`src/rtl/pic32_spi_master.sv`:
```
// pic32_spi_master: SPI mode-0 master for the FPGA <-> PIC32 register link.
// Each command becomes one frame of {rw, addr, data}, sent MSB first.
// The frame length is FL = 1 + ADDR_W + DATA_W.
// Optional feature: define PIC32_SPI_SINT_IRQ_EN to enable it.
//   When defined, spi_sint is synchronised and its rising edge latches irq.
//   When undefined, irq is tied low.
module pic32_spi_master #(
  parameter int CLK_DIV = 4,  // clk_clk cycles per SCLK half-period, >= 2
  parameter int ADDR_W  = 7,
  parameter int DATA_W  = 32
) (
  input  logic              clk_clk,
  input  logic              reset_reset_n,
  input  logic              cmd_valid,
  output logic              cmd_ready,
  input  logic              cmd_rw,
  input  logic [ADDR_W-1:0] cmd_addr,
  input  logic [DATA_W-1:0] cmd_wdata,
  output logic              rsp_valid,
  output logic [DATA_W-1:0] rsp_rdata,
  output logic              spi_cs_n,
  output logic              spi_sclk,
  output logic              spi_mosi,
  input  logic              spi_miso,
  input  logic              spi_sint,
  output logic              irq,
  input  logic              irq_clr
);

  localparam int FL    = 1 + ADDR_W + DATA_W;
  localparam int DIV_W = (CLK_DIV > 2) ? $clog2(CLK_DIV) : 1;
  localparam int BIT_W = $clog2(FL);
  localparam logic [DIV_W-1:0] DIV_LAST = DIV_W'(CLK_DIV - 1);
  localparam logic [BIT_W-1:0] BIT_LAST = BIT_W'(FL - 1);

  typedef enum logic [2:0] {
    IDLE,
    SETUP,
    SHIFT,
    HOLD,
    GAP
  } state_t;

  state_t            state;
  state_t            state_next;
  logic [DIV_W-1:0]  div_cnt;
  logic [BIT_W-1:0]  bit_cnt;
  logic [FL-1:0]     tx;
  logic [DATA_W-1:0] rx;
  logic              tick;
  logic              last_bit;

  // tick marks the final clk_clk cycle of a SETUP, HOLD, GAP or half-bit interval.
  assign tick      = (div_cnt == DIV_LAST);
  assign last_bit  = (bit_cnt == BIT_LAST);
  assign cmd_ready = (state == IDLE);
  // MOSI is the MSB of the transmit register.
  // The register is loaded on accept, shifted on falling SCLK, and cleared after HOLD.
  assign spi_mosi  = tx[FL-1];

  // State register.
  // NOTE: sequential state uses non-blocking (<=) so every flop samples pre-edge values.
  always_ff @(posedge clk_clk) begin
    if (!reset_reset_n) state <= IDLE;
    else                state <= state_next;
  end

  // Next-state logic: each phase lasts a whole number of CLK_DIV intervals.
  // NOTE: state_next gets its default first so no path through the case can infer a latch.
  always_comb begin
    state_next = state;
    case (state)
      IDLE:    if (cmd_valid) state_next = SETUP;
      SETUP:   if (tick) state_next = SHIFT;
      SHIFT:   if (tick && !spi_sclk && last_bit) state_next = HOLD;
      HOLD:    if (tick) state_next = GAP;
      GAP:     if (tick) state_next = IDLE;
      default: state_next = IDLE;
    endcase
  end

  // Interval counter.
  // Held at zero in IDLE, so the first SETUP cycle always starts at count 0.
  always_ff @(posedge clk_clk) begin
    if (!reset_reset_n || state == IDLE) div_cnt <= '0;
    else if (tick)                       div_cnt <= '0;
    else                                 div_cnt <= div_cnt + DIV_W'(1);
  end

  // Frame datapath: shift registers, chip select, SCLK and the response.
  always_ff @(posedge clk_clk) begin
    if (!reset_reset_n) begin
      tx        <= '0;
      rx        <= '0;
      bit_cnt   <= '0;
      spi_cs_n  <= 1'b1;
      spi_sclk  <= 1'b0;
      rsp_valid <= 1'b0;
      rsp_rdata <= '0;
    end else begin
      rsp_valid <= 1'b0;
      case (state)
        IDLE: begin
          if (cmd_valid) begin
            tx       <= {cmd_rw, cmd_addr, cmd_wdata};
            bit_cnt  <= '0;
            spi_cs_n <= 1'b0;
          end
        end
        SETUP: begin
          // The first rising SCLK edge: sample MISO for bit 0.
          if (tick) begin
            spi_sclk <= 1'b1;
            rx       <= {rx[DATA_W-2:0], spi_miso};
          end
        end
        SHIFT: begin
          if (tick) begin
            if (spi_sclk) begin
              // Falling edge: present the next bit, but hold the last one.
              spi_sclk <= 1'b0;
              if (!last_bit) tx <= {tx[FL-2:0], 1'b0};
            end else if (!last_bit) begin
              // Rising edge of the following bit: sample MISO.
              spi_sclk <= 1'b1;
              rx       <= {rx[DATA_W-2:0], spi_miso};
              bit_cnt  <= bit_cnt + BIT_W'(1);
            end
          end
        end
        HOLD: begin
          if (tick) begin
            spi_cs_n  <= 1'b1;
            tx        <= '0;
            rsp_valid <= 1'b1;
            rsp_rdata <= rx;
          end
        end
        default: ;
      endcase
    end
  end

`ifdef PIC32_SPI_SINT_IRQ_EN
  logic sint_meta;
  logic sint_sync;
  logic sint_prev;

  // Synchronise spi_sint, detect its rising edge and latch irq.
  // If a new edge and irq_clr arrive together, the set takes priority.
  always_ff @(posedge clk_clk) begin
    if (!reset_reset_n) begin
      sint_meta <= 1'b0;
      sint_sync <= 1'b0;
      sint_prev <= 1'b0;
      irq       <= 1'b0;
    end else begin
      sint_meta <= spi_sint;
      sint_sync <= sint_meta;
      sint_prev <= sint_sync;
      if (sint_sync && !sint_prev) irq <= 1'b1;
      else if (irq_clr)            irq <= 1'b0;
    end
  end
`else
  logic unused_irq_inputs;
  assign unused_irq_inputs = spi_sint ^ irq_clr;
  assign irq               = 1'b0;
`endif

endmodule

```
`config.mk`:
```
export PLATFORM = sky130hd
export DESIGN_NAME = pic32_spi_master
export DESIGN_NICKNAME = d
export VERILOG_FILES = /design/src/rtl/pic32_spi_master.sv
export SDC_FILE = /design/constraint.sdc
export NUM_CORES = 1
export LEC_CHECK = 0
export ABC_AREA = 0
export CELL_PAD_IN_SITES_DETAIL_PLACEMENT = 0
export CELL_PAD_IN_SITES_GLOBAL_PLACEMENT = 1
export CORE_MARGIN = 4
export CORE_UTILIZATION = 35
export CTS_BUF_LIST = sky130_fd_sc_hd__clkbuf_16
export DETAILED_ROUTE_END_ITERATION = 16
export GPL_TIMING_DRIVEN = 0
export PLACE_DENSITY = 0.71
export SETUP_SLACK_MARGIN = 0.15
export SYNTH_ARGS = -nofsm -noshare
export SYNTH_HDL_FRONTEND = slang
export SYNTH_SLANG_ARGS = --single-unit
```
`constraint.sdc`:
```
create_clock -name clk_clk -period 2.6 [get_ports clk_clk]
set_input_delay 0.52 -clock clk_clk [delete_from_list [all_inputs] [get_ports clk_clk]]
set_output_delay 0.52 -clock clk_clk [all_outputs]
set_load 0.01 [all_outputs]
```
==> results of run 1 <==
-- per-stage QoR --
step / hold slack, ns / std cells
after floorplan: 0.408 / 554
after global placement: 0.417 / 814
after detailed placement: 0.427 / 814
after CTS: 0.434 / 843
after global routing: 0.466 / 843
final: 0.434 / 843
-- state kept, by name, indices dropped and copies added, names as in the netlist --
register,cells
bit_cnt,6
rsp_rdata,32
rsp_valid,1
rx,32
spi_cs_n,1
div_cnt,2
spi_sclk,1
state,3
tx,40
-- what timing repair did --
| item | 4_1_cts | 5_1_grt |
|---|---|---|
| pin swaps | 0 | 0 |
| buffers inserted | 0 | 0 |
| endpoints found under the setup margin | 1 | 23 |
| cloned | 0 | 0 |
| resized for setup | 3 | 7 |
| hold buffers | 0 | 0 |
-- Yosys cell counts (3+ instances only) --
master / number / share of area [%]
dfxtp_1: 118 / 47
a21oi_1: 114 / 11
nand2_1: 103 / 7.6
clkbuf_1: 41 / 3.0
nor3b_1: 41 / 6.1
a211oi_2: 39 / 9.6
mux2i_1: 33 / 6.5
buf_2: 6 / 0.59
buf_6: 5 / 1.1
nor2_1: 5 / 0.37
nor3_1: 4 / 0.39
nor4_1: 4 / 0.49
buf_4: 3 / 0.44
-- final timing paths --
check,start,to,slack [ns],cells after the start
worst min-delay path,div_cnt[0],div_cnt[0],0.43,1
worst min register to register,div_cnt[0],div_cnt[0],0.43,1
worst max-delay path,state[0],cmd_ready,0.36,4
worst max register to register,div_cnt[0],tx[12],0.41,7
-- layout make-up --
cell class	instances	area (um^2)	area share (%)
multi-input combinational	379	2440	36.4
sequential	118	2360	35.2
inverter	2	7.51	0.112
buffer	55	269	4.00
tap	180	225	3.35
timing repair buffer	80	800	11.9
clock inverter	12	186	2.78
clock buffer	17	425	6.33
-- cells in the final DEF (no fill, tap or decap), drive strengths merged, types with 2 or more instances in the layout --
master and count:
nor3 4, o21a 2, clkbuf 58, nand3 2, clkdlybuf4s50 79, buf 14, ha 2, bufinv 5
mux2i 33, o211a 2, clkinvlp 2, a211oi 39, o21ai 2, inv 2, clkinv 5, nand4b 2
a21oi 114, nor2 5, dfxtp 118, a21boi 2, nor4 4, nand2 103, a211o 2, nor3b 41
-- power by group through the flow --
stage / Clock [W] / Sequential, W / Combinational, W
2_1_floorplan: 0 / 0.00193 / 0.000231
3_3_place_gp: 0 / 0.00193 / 0.000356
3_5_place_dp: 0 / 0.00193 / 0.000362
4_1_cts: 0.00251 / 0.00190 / 0.000364
5_1_grt: 0.00260 / 0.00190 / 0.000394
6_report: 0.00248 / 0.00190 / 0.000361
-- worst max-delay path, cell delays in order (launching register included) --
cell	delay, ns
dfxtp_1	0.37
clkbuf_2	0.25
clkbuf_2	0.27
nor3_2	0.07
dlygate4sd2_1	0.33
-- cell families after synthesis --
family | Yosys count | synth area share, %
buffers and inverters | 57 | 5.33
AND/OR/NAND/NOR | 171 | 17.0
adder cells (fa/ha/maj) | 2 | 0.494
flip-flops | 118 | 46.6
multiplexers | 34 | 6.74
AO/OA/AOI/OAI | 170 | 23.6
other | 1 | 0.0740
XOR/XNOR | 1 | 0.173
-- per-layer routing --
| layer | GRT usage, % | wire length [um] |
|---|---|---|
| met3 | 5.19 | 673 |
| met1 | 20.2 | 6080 |
| met5 | 0 | 0 |
| met2 | 26.5 | 6130 |
| met4 | 5.49 | 139 |
==> summary.md, run 1 <==
| Metric | Value |
|---|---|
| Fmax | `about 0.45 GHz` |
| Initial antenna violation count | `0` |
| Sequential share of power | `~40%` |
| Full die area | `about 16000 um^2` |
| Dpl cell area | `about 6100 um^2` |
| Worst-path clk slew | `0.05 ns` |
| Filler cells | `approximately 1300` |
| Clock latency on the worst-skew pair | `around 0.42 ns` |
| #FFs+latches synth | `approximately 120` |
| DRC viols | `0` |
| Clk sink count | `roughly 120` |
| Fin area | `6720 um^2` |
| Worst setup SP type | `flop` |
| Min Tclk post-route | `2.24 ns` |
| Vias | `~4300` |
| Dpl ws | `-0.0333 ns` |
| H-tree depth | `4` |
| Starting Density | `between 30% and 40%` |
| Post-synth EDFFs | `0` |
| Slew @ Worst Pin | `between 0.7 and 0.8 ns` |
| RSZ-0062 raised after global routing | `false` |
| CTS tree | `built` |
| Fraction of registers with async set/reset | `0%` |
| Drt pass-1 iters | `5` |
| Vias in the first global route | `~4400` |
| DIE HEIGHT | `~130 um` |
| Clk pwr share | `a little over half` |
| Boundary Pins | `84` |
| Placer congestion estimate | `roughly 0.73` |
| Antenna Nets Post-Route | `0` |
| P_int | `around 0.0037 W` |
| Worst Path Class, Setup | `reg -> out` |
| Antenna diodes | `0` |
| Core area | `between 10000 and 15000 um^2` |
| Final HPWL DP | `around 8900 um` |
| Row count | `43` |
| Primary FF master, synth | `dfxtp_1` |
| Maximum buffer depth of the clock tree | `2` |
| Final setup vio count | `0` |
| Die width | `between 100 and 150 um` |
| Leak Pwr | `2.44 nW` |
| Largest net degree at the start of global routing | `17` |
| Share of layout cells above drive strength 1 | `between 10% and 20%` |
| Cell variety after synth | `44` |
| Yosys warnings | `0` |
| Fin. max-slew vios | `0` |
| Setup Skew | `approximately 0.0082 ns` |
| Total power | `approximately 0.0047 W` |
| IO buf count | `80` |
| Period utilisation layout | `between 80 and 90%` |
| DRT iter0 DRCs | `203` |
| Cell Pwr Density | `705 nW/um^2` |
| First-pass GRT wire length | `approximately 21000 um` |
| Crit path max fanout | `10` |
| Synth Cell Area | `approximately 5100 um^2` |
| Comb pwr share | `approximately 7.6%` |
| Final nets | `roughly 700` |
| Gr usage total | `16.2%` |
| Syn Nets | `602` |
| Slew HR | `52.4%` |
| Status | `completed` |
| Worst Path Arrival | `roughly 1.7 ns` |
| Vias per cell | `between 5 and 6` |
| Root Driver | `clkbuf_16` |
| Drt wl/cell | `between 15 and 20 um` |
| Worst min-delay path category | `reg -> reg` |
| Syn-to-layout area delta | `32.5%` |
| Mean post-synth cell area | `between 9 and 10 um^2` |
| Cells after Synth | `554` |
| Net switching power | `~0.0010 W` |
| Final WL | `about 13000 um` |
| Register area share after synthesis | `between 40% and 50%` |
| Fin. Hold Viols | `0` |
| Required @ worst endpoint | `2.08 ns` |
| Final Util | `approximately 48%` |
| Critical path endpoint category | `output port` |
| Max VDD drop | `approximately 0.00051 V` |
| Setup_tns | `0 ns` |
| Max-cap violations | `0` |
| CTS buffer count | `17` |
| Sw Ratio | `21.7%` |
| Congestion Overflow GR | `0` |
| Setup ws final | `around 0.36 ns` |
Power figures use the tool's default switching activity.
==> run 2, diff against run 1 <==
--- a/config.mk
+++ b/config.mk
@@ -10,7 +10,6 @@
 export CELL_PAD_IN_SITES_GLOBAL_PLACEMENT = 1
 export CORE_MARGIN = 4
 export CORE_UTILIZATION = 35
-export CTS_BUF_LIST = sky130_fd_sc_hd__clkbuf_16
 export DETAILED_ROUTE_END_ITERATION = 16
 export GPL_TIMING_DRIVEN = 0
 export PLACE_DENSITY = 0.71
==> run 2 against run 1 <==
Largest cell class unchanged. Hold slack hardly changed. Critical path depth stayed put. Via count is 0.35% higher. Maximum frequency is 0.59% lower.
==> summary.md, run 2 (same netlist as run 1, synthesis figures left out) <==
| Metric | Value |
|---|---|
| Status | `completed` |
| Sw Ratio | `a little over a fifth` |
| Vias | `~4300` |
| CP max stage cell | `dfxtp_1` |
| RSZ-0062 raised after global routing | `false` |
| R2R setup slack | `roughly 0.4 ns` |
| DRT iter0 DRCs | `211` |
| Antenna Nets Post-Route | `0` |
| Fin. max-slew vios | `0` |
| Worst R2R End | `tx[12]` |
| CTS buffer count | `17` |
| Setup ws final | `0.352 ns` |
| Syn-to-layout area delta | `33.1%` |
| CP Buf/Inv Count | `3` |
| Core area | `approximately 14000 um^2` |
| Max VDD drop | `around 0.00050 V` |
| Share of layout cells above drive strength 1 | `13.9%` |
| Worst min-delay path category | `reg -> reg` |
| Placer congestion estimate | `around 0.73` |
| Max-cap violations | `0` |
| Vias per cell | `around 5.1` |
| Die width | `around 130 um` |
| Min-delay src | `div_cnt[0]` |
| CTS tree | `built` |
| Critical path endpoint category | `output port` |
| Required @ worst endpoint | `around 2.1 ns` |
| Reg-to-reg startpoint | `div_cnt[0]` |
| Antenna diodes | `0` |
| Comb pwr share | `approximately 7.5%` |
| Worst-path clk slew | `approximately 0.05 ns` |
| H-tree depth | `4` |
| Vias in the first global route | `around 4400` |
| Worst hold slack | `about 0.43 ns` |
| Clk sink count | `118` |
| Setup Skew | `~0.0087 ns` |
| Congestion Overflow GR | `0` |
| P_int | `~0.0038 W` |
| Gr usage total | `16.3%` |
| Delay-heaviest family, CP | `buffers and inverters` |
| Slew @ Worst Pin | `around 0.7 ns` |
| Starting Density | `between 30% and 40%` |
| Boundary Pins | `84` |
| Drt wl/cell | `around 16 um` |
| Leak Pwr | `2.46 nW` |
| Full die area | `16500 um^2` |
| Clock latency on the worst-skew pair | `between 0.4 and 0.5 ns` |
| R2r worst-path depth | `7` |
| Dpl ws | `-0.0333 ns` |
| Final setup vio count | `0` |
| Hold Path Depth | `1` |
| # hold bufs at CTS | `0` |
| DIE HEIGHT | `128 um` |
| IO buf count | `80` |
| Fin. Hold Viols | `0` |
| Final nets | `around 700` |
| Drt pass-1 iters | `5` |
| First-pass GRT wire length | `21500 um` |
| CTS resizes | `3` |
| Min Tclk post-route | `roughly 2.2 ns` |
| Hold endpoint | `div_cnt[0]` |
| Worst setup SP type | `flop` |
| Clk pwr share | `between 50% and 60%` |
| Crit path max fanout | `10` |
| Worst Path Arrival | `roughly 1.7 ns` |
| Maximum buffer depth of the clock tree | `2` |
| Most common cell after layout, fill and taps aside | `dfxtp_1` |
| DRC viols | `0` |
| Setup_tns | `0 ns` |
| Cell Pwr Density | `slightly above 700 nW/um^2` |
| Worst Path Class, Setup | `reg -> out` |
| Fmax | `0.445 GHz` |
| Initial antenna violation count | `0` |
| Row count | `43` |
| Crit path top cell by count | `clkbuf_2` |
| Number of flip-flops in the largest register | `40` |
| Net switching power | `a little over 0.001 W` |
| Slew HR | `52.4%` |
| Root Driver | `clkbuf_16` |
| Worst-path cell chain | `clkbuf_2 -> clkbuf_2 -> nor3_2 -> dlygate4sd2_1` |
| Sequential share of power | `between 30% and 40%` |
| Largest registers | `tx: 40 flops, rsp_rdata: 32 flops, rx: 32 flops` |
| Postcts setup bufs | `0` |
| Final HPWL DP | `8920 um` |
| Final WL | `13100 um` |
| Period utilisation layout | `86.5%` |
| Critical Path Max Stage Delay | `0.38 ns` |
| Largest net degree at the start of global routing | `17` |
| Top reg by flops | `tx` |
| Most frequent cells in the layout | `dfxtp_1, a21oi_1, nand2_1` |
run 2: changes by cell type in the layout (fill, tap and decap cells not counted), sizes merged:
cell    delta
clkinv     -3
clkbuf     +3
run 2: per-stage QoR:
| step | power, W | instance area, um^2 | std cells | util [%] |
|---|---|---|---|---|
| final | 0.00483 | 6750 | 843 | 48.1 |
| after global routing | 0.00499 | 6750 | 843 | 48.1 |
| after CTS | 0.00487 | 6740 | 843 | 48.0 |
| after detailed placement | 0.00229 | 6100 | 814 | 43.4 |
| after global placement | 0.00229 | 6100 | 814 | 43.4 |
| after floorplan | 0.00216 | 5070 | 554 | - |
run 2: worst max path at each step:
stage	end	from	slack (ns)	depth (start not counted)
floorplan	tx[10]	bit_cnt[0]	0.76	8
global placement	tx[29]	cmd_valid	0.01	6
detailed placement	tx[25]	cmd_valid	-0.03	6
CTS	cmd_ready	state[0]	0.25	4
global route	tx[8]	div_cnt[0]	0.16	7
finish	cmd_ready	state[0]	0.35	4
run 2: layout make-up:
cell class	count	area (um^2)
Multi-Input combinational cell	379	2440
Tap cell	180	225
Clock inverter	9	175
Buffer	55	269
Sequential cell	118	2360
Timing Repair Buffer	80	800
Clock buffer	20	467
Fill cell	1340	7290
Inverter	2	7.51
run 2: power groups by stage:
| stage | sequential, W | clock (W) | combinational [W] |
|---|---|---|---|
| finish | 0.00190 | 0.00257 | 0.000361 |
| global route | 0.00190 | 0.00269 | 0.000394 |
| CTS | 0.00190 | 0.00261 | 0.000364 |
| detailed placement | 0.00193 | 0 | 0.000362 |
| global placement | 0.00193 | 0 | 0.000356 |
| floorplan | 0.00193 | 0 | 0.000231 |
run 2: worst reg2reg max path: stages (launching register included):
cell and delay (ns):
dfxtp_1 0.33, ha_1 0.14, clkbuf_1 0.31, o211ai_1 0.15, a21oi_1 0.42, clkbuf_1 0.42, a21oi_1 0.15, a211oi_2 0.21
run 2: per-layer routing:
layer	global-route usage, %	part of all wire (%)
met5	0	0
met4	4.81	0.88
met3	6.06	5.2
met2	26.8	47
met1	20.1	47
==> run 3, diff against run 2 <==
--- a/config.mk
+++ b/config.mk
@@ -9,10 +9,10 @@
 export CELL_PAD_IN_SITES_DETAIL_PLACEMENT = 0
 export CELL_PAD_IN_SITES_GLOBAL_PLACEMENT = 1
 export CORE_MARGIN = 4
-export CORE_UTILIZATION = 35
+export CORE_UTILIZATION = 40
 export DETAILED_ROUTE_END_ITERATION = 16
 export GPL_TIMING_DRIVEN = 0
-export PLACE_DENSITY = 0.71
+export PLACE_DENSITY = 0.79
 export SETUP_SLACK_MARGIN = 0.15
 export SYNTH_ARGS = -nofsm -noshare
 export SYNTH_HDL_FRONTEND = slang
==> run 3 against run 2 <==
Clock skew is 0.0024 ns higher. Count of clock-buffer cells in the layout stayed put. Combinational power hardly changed. Highest routed layer unchanged.
==> summary.md, run 3 (same netlist as run 1, synthesis figures left out) <==
| Metric | Value |
|---|---|
| Status | `completed` |
| Starting Density | `between 40% and 50%` |
| Slew @ Worst Pin | `roughly 0.73 ns` |
| Crit path capture | `cmd_ready` |
| Fmax | `0.445 GHz` |
| Critical path launch point | `state[0]` |
| Vias per cell | `~5.2` |
| Cell Pwr Density | `669 nW/um^2` |
| Full die area | `about 15000 um^2` |
| Setup_tns | `0 ns` |
| Final HPWL DP | `a little under 9000 um` |
| Worst setup SP type | `flop` |
| R2r worst-path depth | `7` |
| Period utilisation layout | `around 87%` |
| Share of layout cells above drive strength 1 | `13.8%` |
| DRC viols | `0` |
| Initial antenna violation count | `0` |
| IO buf count | `80` |
| Vias | `roughly 4300` |
| Area of the multi-input gates | `about 2400 um^2` |
| Fin. Hold Viols | `0` |
| Postcts setup bufs | `0` |
| Final WL | `12500 um` |
| Worst min-delay path category | `reg -> reg` |
| Worst hold slack | `~0.43 ns` |
| Filler cells | `1190` |
| Setup Skew | `0.0111 ns` |
| Largest registers | `tx: 40 flops, rsp_rdata: 32 flops, rx: 32 flops` |
| Reg-to-reg startpoint | `div_cnt[0]` |
| Worst R2R End | `tx[26]` |
| Required @ worst endpoint | `2.08 ns` |
| Worst-path clk slew | `about 0.05 ns` |
| Delay-heaviest family, CP | `buffers and inverters` |
| CTS tree | `built` |
| Core area | `approximately 12000 um^2` |
| Register Area | `between 2000 and 2500 um^2` |
| Gr usage total | `approximately 18%` |
| CTS buffer count | `17` |
| Placer congestion estimate | `around 0.85` |
| Crit path max fanout | `10` |
| Worst Path Class, Setup | `reg -> out` |
| Slew HR | `around half` |
| Vias in the first global route | `approximately 4500` |
| Max-cap violations | `0` |
| CP max stage cell | `dfxtp_1` |
| Final Util | `approximately 54%` |
| Root Driver | `clkbuf_16` |
| Max VDD drop | `0.000689 V` |
| H-tree depth | `4` |
| Clock latency on the worst-skew pair | `~0.42 ns` |
| Congestion Overflow GR | `0` |
| First-pass GRT wire length | `approximately 21000 um` |
| Boundary Pins | `84` |
| Top reg by flops | `tx` |
| Row count | `40` |
| Largest net degree at the start of global routing | `17` |
| Number of flip-flops in the largest register | `40` |
| Min Tclk post-route | `about 2.2 ns` |
| Drt pass-1 iters | `4` |
| Leak Pwr | `between 2 and 2.5 nW` |
| CP Buf/Inv Count | `3` |
| DIE HEIGHT | `roughly 120 um` |
| Syn-to-layout area delta | `31.1%` |
| Critical Path Max Stage Delay | `0.38 ns` |
| Total power | `about 0.0044 W` |
| Final nets | `701` |
| Die width | `between 100 and 150 um` |
| Clk sink count | `approximately 120` |
| Worst Path Arrival | `between 1.5 and 2 ns` |
| Fin. max-slew vios | `0` |
| Drt wl/cell | `around 15 um` |
| Crit path top cell by count | `clkbuf_2` |
| Antenna Nets Post-Route | `0` |
| Most frequent cells in the layout | `dfxtp_1, a21oi_1, nand2_1` |
| Worst-path cell chain | `clkbuf_2 -> clkbuf_2 -> nor3_2 -> dlygate4sd2_1` |
| Maximum buffer depth of the clock tree | `2` |
| Final setup vio count | `0` |
| RSZ-0062 raised after global routing | `false` |
| Antenna diodes | `0` |
| Critical Path Stages | `4` |
| R2R setup slack | `0.40 ns` |
| Most common cell after layout, fill and taps aside | `dfxtp_1` |
| Critical path endpoint category | `output port` |
| DRT iter0 DRCs | `between 200 and 250` |
==> run 3: cell count changes in the layout (fill, tap and decap cells not counted) <==
cell | previous run | this run
clkinv_4 | 0 | 2
clkbuf_1 | 36 | 39
bufinv_16 | 5 | 1
clkbuf_8 | 3 | 2
clkinv_2 | 2 | 5
inv_6 | 0 | 1
clkinvlp_4 | 2 | 3
clkbuf_2 | 5 | 3
==> run 3: area by class of cell <==
cell class	instances	share of cell area, %
well taps	168	3.16
repair buffers	80	12.0
inverters	2	0.113
multi-input cells	379	36.7
flip-flops and latches	118	35.5
plain buffers	55	4.01
clock inverters	12	1.56
clock buffers	20	6.87
==> run 3: how the worst min path moves through the flow <==
stage	start	endpoint	cells past startpoint
final	div_cnt[0]	div_cnt[0]	1
after CTS	div_cnt[0]	div_cnt[0]	1
after detailed placement	div_cnt[0]	div_cnt[0]	1
after floorplan	div_cnt[0]	div_cnt[0]	1
after global routing	div_cnt[0]	div_cnt[0]	1
after global placement	div_cnt[0]	div_cnt[0]	1
==> run 3: what timing repair did <==
item | CTS | global route
hold buffers | 0 | 0
gates resized for setup | 4 | 2
endpoints found under the setup margin | 1 | 1
==> run 3: routing by layer <==
layer / track usage [%] / vias to the layer above / share of wire [%]
met5: 0 / - / 0
met4: 8.36 / 0 / 2.1
met3: 4.49 / 22 / 4.5
met2: 29.4 / 88 / 48
met1: 22.2 / 2056 / 45
li1: - / 2164 / -
==> run 3: metrics by stage <==
| step | worst slack (ns) | instances | area [um^2] |
|---|---|---|---|
| floorplan | 0.761 | 554 | 5070 |
| global placement | 0.00127 | 802 | 6080 |
| detailed placement | -0.0447 | 802 | 6080 |
| CTS | 0.333 | 834 | 6650 |
| global route | 0.185 | 834 | 6650 |
| finish | 0.351 | 834 | 6650 |
==> run 3: where the power goes <==
part           switching, W  internal [W]
registers         0.0000278       0.00187
clock network      0.000835       0.00136
logic              0.000185      0.000174
